File: config.mk
export PLATFORM = sky130hd
export DESIGN_NAME = para_to_serial_tx
export DESIGN_NICKNAME = d
export VERILOG_FILES = /design/src/rtl/para_to_serial_tx.sv
export SDC_FILE = /design/constraint.sdc
export NUM_CORES = 1
export LEC_CHECK = 0
export BUFFER_PORTS_ARGS = -buffer_cell sky130_fd_sc_hd__buf_2
export CAP_MARGIN = 0
export CORE_ASPECT_RATIO = 1.5
export CORE_MARGIN = 4
export CORE_UTILIZATION = 45
export DETAILED_ROUTE_END_ITERATION = 12
export PLACE_DENSITY_LB_ADDON = 0.05
export SLEW_MARGIN = 0
export SYNTH_ARGS = -nofsm -noshare
export SYNTH_HDL_FRONTEND = slang
export SYNTH_SLANG_ARGS = --single-unit
File: constraint.sdc
create_clock -name clk -period 2.6 [get_ports clk]
set_input_delay 0.78 -clock clk [delete_from_list [all_inputs] [get_ports clk]]
set_output_delay 0.78 -clock clk [all_outputs]
set_load 0.005 [all_outputs]
File: src/rtl/para_to_serial_tx.sv
// para_to_serial_tx: valid/ready parallel-to-serial transmitter with frame markers and zero-bubble reload.
module para_to_serial_tx #(
  parameter int W         = 32,
  parameter bit MSB_FIRST = 1
) (
  input  logic         clk,
  input  logic         rst,
  input  logic [W-1:0] par_in,
  input  logic         load_valid,
  output logic         load_ready,
  output logic         ser_out,
  output logic         ser_valid,
  input  logic         ser_ready,
  output logic         frame_start,
  output logic         frame_end,
  output logic         busy
);
  localparam int CW = $clog2(W);
  localparam logic [CW-1:0] LAST = CW'(W - 1);
  typedef enum logic {IDLE, SHIFT} state_t;
  state_t state_q, state_d;
  logic [W-1:0] shreg_q, shreg_d;
  logic [CW-1:0] cnt_q, cnt_d;
  logic shifting, last, xfer, accept;
  always_comb begin
    shifting    = state_q == SHIFT;
    last        = cnt_q == '0;
    xfer        = shifting && ser_ready;
    load_ready  = !rst && (!shifting || (last && ser_ready));
    accept      = load_valid && load_ready;
    ser_valid   = shifting;
    busy        = shifting;
    ser_out     = shifting && (MSB_FIRST ? shreg_q[W-1] : shreg_q[0]);
    frame_start = shifting && cnt_q == LAST;
    frame_end   = shifting && last;
    state_d     = state_q;
    shreg_d     = shreg_q;
    cnt_d       = cnt_q;
    // accept while shifting only happens on the final bit, giving the back-to-back reload
    if (accept) begin
      state_d = SHIFT;
      shreg_d = par_in;
      cnt_d   = LAST;
    end else if (xfer && last) begin
      state_d = IDLE;
    end else if (xfer) begin
      shreg_d = MSB_FIRST ? shreg_q << 1 : shreg_q >> 1;
      cnt_d   = cnt_q - CW'(1);
    end
  end
  always_ff @(posedge clk or posedge rst) begin
    if (rst) begin
      state_q <= IDLE;
      shreg_q <= '0;
      cnt_q   <= '0;
    end else begin
      state_q <= state_d;
      shreg_q <= shreg_d;
      cnt_q   <= cnt_d;
    end
  end
endmodule

# Word-level counts from Yosys, hierarchy flattened
# Cells that the tools add are included.
totals:
  ff_bits: 38
  latch_bits: 0
  ram_bits: 0
  mem_bits_ro: 0
  input_bits: 36
  output_inout_bits: 6
  elab_cells: 29
  n_memories: 0
op_classes:
  addsub: 1
  mul: 0
  div: 0
  n_lt_le_gt_ge: 0
  eq_ne: 2
  shift: 0
  muxes: 8
  n_bitwise: 0
  n_reduce_logical: 15
op_table:
  columns: ["op", "count"]
  rows:
  - ["$mux 32", 3]
  - ["$mux 5", 3]
  - ["$logic_and 1x1->1", 8]
  - ["$eq 5x5->1 const B", 1]
  - ["$logic_not 5->1", 1]
  - ["$sub 5x1->5 const B", 1]
  - ["$reduce_bool 2->1", 2]
  - ["$logic_not 1->1", 2]
  - ["$mux 1", 2]
  - ["$ne 2x2->1 const B", 1]
  - ["$reduce_and 2->1", 1]
  - ["$logic_or 1x1->1", 1]

# Longest topological paths before layout
depth:
  ltp_word: 7
  depth_mapped: 8
  mapped_depth_nobuf: 6

# Worst setup path before layout
# Ideal clock, no wire load.
synth_path:
  path_kind: "input to register"
  startpoint: "input port ser_ready"
  endpoint: "register shreg_q[18]"
  setup_time_ps: 125
  t_arrival_ps: 1859
  required_time_ps: 2475
  setup_slack_ps: 616
  stages: 5
  n_path_buf: 1
  path_cell_list: "nand2_1 nor2_2 buf_6 mux2_2 mux2_2"
synth_between:
  elab_chain_len: 6
  word_cells_on_any_way: 10
  cone_classes: "eq/ne (1); mux (1); reduce/logical (8)"
synth_rtl:
  columns: ["item", "line", "source"]
  rows:
  - ["from (decl)", "13", "input logic ser_ready,"]
  - ["$logic_and 1x1->1", "29", "load_ready = !rst && (!shifting || (last && ser_ready));"]
  - ["$logic_or 1x1->1", "29", null]
  - ["$logic_and 1x1->1", "29", null]
  - ["$logic_and 1x1->1", "30", "accept = load_valid && load_ready;"]
  - ["$ne 2x2->1 (no line) or $reduce_bool 2->1 (tied branches)", null, null]
  - ["$reduce_and 2->1 (no line)", null, null]
  - ["to (signal assigned)", "58", "shreg_q <= shreg_d;"]
  - ["to (decl)", "22", "logic [W-1:0] shreg_q, shreg_d;"]
# Several ways; a longest one is shown, not always the timed one.
# A chain may end at the register's enable or synchronous reset.

# Worst setup path in the final report
layout_path:
  startpoint: "register cnt_q[0]"
  endpoint: "output port load_ready"
layout_between:
  elab_chain_len: 4
layout_rtl:
  columns: ["item", "line", "source"]
  rows:
  - ["from (decl)", "23", "logic [CW-1:0] cnt_q, cnt_d;"]
  - ["from (signal assigned)", "59", "cnt_q <= cnt_d;"]
  - ["$logic_not 5->1", "27", "last = cnt_q == '0;"]
  - ["$logic_and 1x1->1", "29", null]
  - ["$logic_or 1x1->1", "29", null]
  - ["$logic_and 1x1->1", "29", null]
  - ["to (decl)", "10", "output logic load_ready,"]
# Every way passes these cells.

==> impl_metrics.py <==
metrics = {
    "final_layout": {
        "layout_commonest_cell": "mux2_2",
        "regArea_sq_um": 951,
        "multiInputGateArea_sq_um": 935,
        "area_growth_pct": 16.5,
        "drive_gt1_share_pct": 64.2,
        "final_cell_mix": "63 x mux2_2, 41 x buf_2, 38 x dfrtp_1",
        "fillers": 403,
        "fin_cells": 233,
        "nets": 225,
        "antenna_cells": 0,
        "utilization_pct": 54.0,
    },
    "place": {
        "placed_cells": 225,
        "place.gp.congestion": 0.864,
        "dp_hpwl_microns": 2350,
        "io_buffers": 41,
    },
    "routing": {
        "drt-initial-drc-count": 28,
        "detail-route-antenna-nets": 0,
        "wl_per_cell_microns": 14.1,
        "num_vias": 1214,
        "drcViolationCount": 0,
        "first_pass_iters": 4,
        "routed_via_density": 5.21,
        "wirelength_microns": 3290,
    },
    "yosys": {
        "avgSynthCellArea_sq_um": 14.0,
        "synth_warnings": 0,
        "syn_inst": 141,
        "syn_nets": 179,
        "ys_ff_latch": 38,
        "ys_seq_area_share_pct": 48.3,
        "syn_area_sq_um": 1970,
        "ys_types": 23,
    },
    "global_routing": {
        "antenna_found_initial": 0,
        "use_met2_pct": 22.6,
        "use_met3_pct": 3.90,
        "grt_use_total_pct": 13.6,
        "grt-ovfl-total": 0,
        "grt_pass1_vias": 1265,
        "top_usage_layer": "met2",
        "grt_pass1_wl_microns": 5460,
        "gr-usage-met1_pct": 16.0,
        "grt_max_degree": 39,
    },
    "worst_setup_path": {
        "critPathCaptureType": "output port",
        "cp-start-kind": "flip-flop",
        "worstSetupPathType": "reg2out",
        "crit_path_max_fanout": 4,
        "cp.arrival_ns": 1.65,
        "critPathRequiredTime_ns": 1.82,
    },
    "status": {
        "outcome": "finished clean",
    },
    "floorplanning": {
        "die_h_microns": 89.0,
        "core_sq_um": 4250,
        "io_pins": 42,
        "die_x_microns": 62.0,
        "rows": 29,
        "initial_core_util_pct": 46.4,
        "die_area_sq_um": 5520,
    },
    "clocking": {
        "insertion_delay_ns": 0.28,
        "cts_tree": "yes",
        "cts_max_level": 2,
        "clockRootBuffer": "clkbuf_8",
        "post-cts-setup-buffers": 0,
        "ctsHoldBuffers": 0,
        "numClockSinks": 38,
        "cts_resized": 0,
        "clk_pin_slew_ns": 0.07,
        "clk_path_buf_depth": 2,
        "numCtsBuffers": 5,
    },
    "timing": {
        "rsz0062_at_grt": "false",
        "worst_pin_slew_ns": 0.374,
        "finalHoldViolCount": 0,
        "maxSlewHeadroom_pct": 75.0,
        "maxClockFrequency_mhz": 412,
        "finalSetupViolCount": 0,
        "slew_violations": 0,
        "fin_crit_ns": 2.43,
        "final.period_utilization_pct": 93.5,
        "whs_ns": 0.548,
        "finalClockSkew_ns": 0.00510,
        "tns_ns": 0,
    },
    "power_and_ir_drop": {
        "leakage_nw": 1.09,
        "ir_drop_v": 0.000546,
        "p_per_area_nw_per_um2": 962,
    },
    "run": {
        "drv_cap": 0,
    },
    "worst_hold_path": {
        "min_path_type": "in2async",
    },
}
layer usage:
metal	vias to the layer above	share of wire, %
met1	582	41
met4	0	1.8
met2	36	51
li1	590	-
met5	-	0
met3	6	6.2
worst paths after layout:
check	start	endpoint	slack (ns)	cells past startpoint
worst max-delay path	cnt_q[0]	load_ready	0.17	6
worst min-delay path	rst	shreg_q[17]	0.55	3
worst max register to register	cnt_q[0]	shreg_q[8]	0.46	8
worst min register to register	cnt_q[0]	cnt_q[0]	0.59	2
max in group asynchronous	rst	shreg_q[4]	1.75	3
min in group clk	cnt_q[0]	cnt_q[0]	0.59	2
logic make-up (layout without fill, tap and decap cells):
group                      Yosys count  in the layout  synth area share, %
buffers and inverters               11             57                 4.77
muxes                               64             64                 36.6
AOI/OAI and AO/OA                    3              3                 1.21
and+or+nand+nor                     21             21                 6.99
xor gates and xnor gates             2              2                0.890
adders and majority gates            2              2                 1.27
DFF                                 38             38                 48.3
power by group:
group | total (mW) | internal (mW) | leakage, nW | switching, mW
registers | 1.03 | 0.864 | 0.467 | 0.168
clock network | 0.374 | 0.185 | 0.0383 | 0.190
logic | 0.801 | 0.540 | 0.582 | 0.262
total | 2.21 | 1.59 | 1.09 | 0.619
final cells by class:
cell class / count / share of cell area (%)
flip-flops and latches: 38 / 41.5
multi-input cells: 92 / 40.8
repair buffers: 47 / 11.5
clock buffers: 7 / 3.33
well taps: 46 / 2.51
inverters: 3 / 0.491
metrics by stage:
stage,worst slack [ns],power (mW),cell area [sq um]
3_5_place_dp,0.365,1.86,2210
5_1_grt,0.0546,2.40,2290
6_report,0.170,2.21,2290
3_3_place_gp,0.442,1.81,2210
4_1_cts,0.0446,2.25,2290
2_1_floorplan,0.616,1.68,1970
worst max-delay path, stage by stage (launching register included):
cell      delay (ns)
dfrtp_1         0.41
inv_1           0.06
ha_1            0.21
nor4b_4         0.14
a21boi_1        0.34
nor2_1          0.07
buf_2           0.13
Yosys cell counts, drive strengths merged:
| library cell | n | area share [%] |
|---|---|---|
| xnor2 | 2 | 0.89 |
| mux2 | 63 | 36 |
| nor2 | 4 | 0.89 |
| nor3b | 1 | 0.64 |
| nand2b | 3 | 0.95 |
| nor2b | 1 | 0.32 |
| nand3 | 2 | 0.51 |
| dfrtp | 38 | 48 |
| a21boi | 1 | 0.38 |
| nor3 | 2 | 0.51 |
| nand2 | 2 | 0.38 |
| o31ai | 1 | 0.38 |
| nor4b | 1 | 1.2 |
| or3 | 1 | 0.32 |
| mux2i | 1 | 0.51 |
| ha | 2 | 1.3 |
| inv | 3 | 0.57 |
| buf | 8 | 4.2 |
| and2 | 2 | 0.64 |
| or2 | 2 | 0.64 |
| a211o | 1 | 0.45 |
registers in the layout, indices dropped and copies added (netlist names):
name / flops
cnt_q: 5
busy: 1
shreg_q: 32
Note: power is estimated with default switching activity, not from simulation.
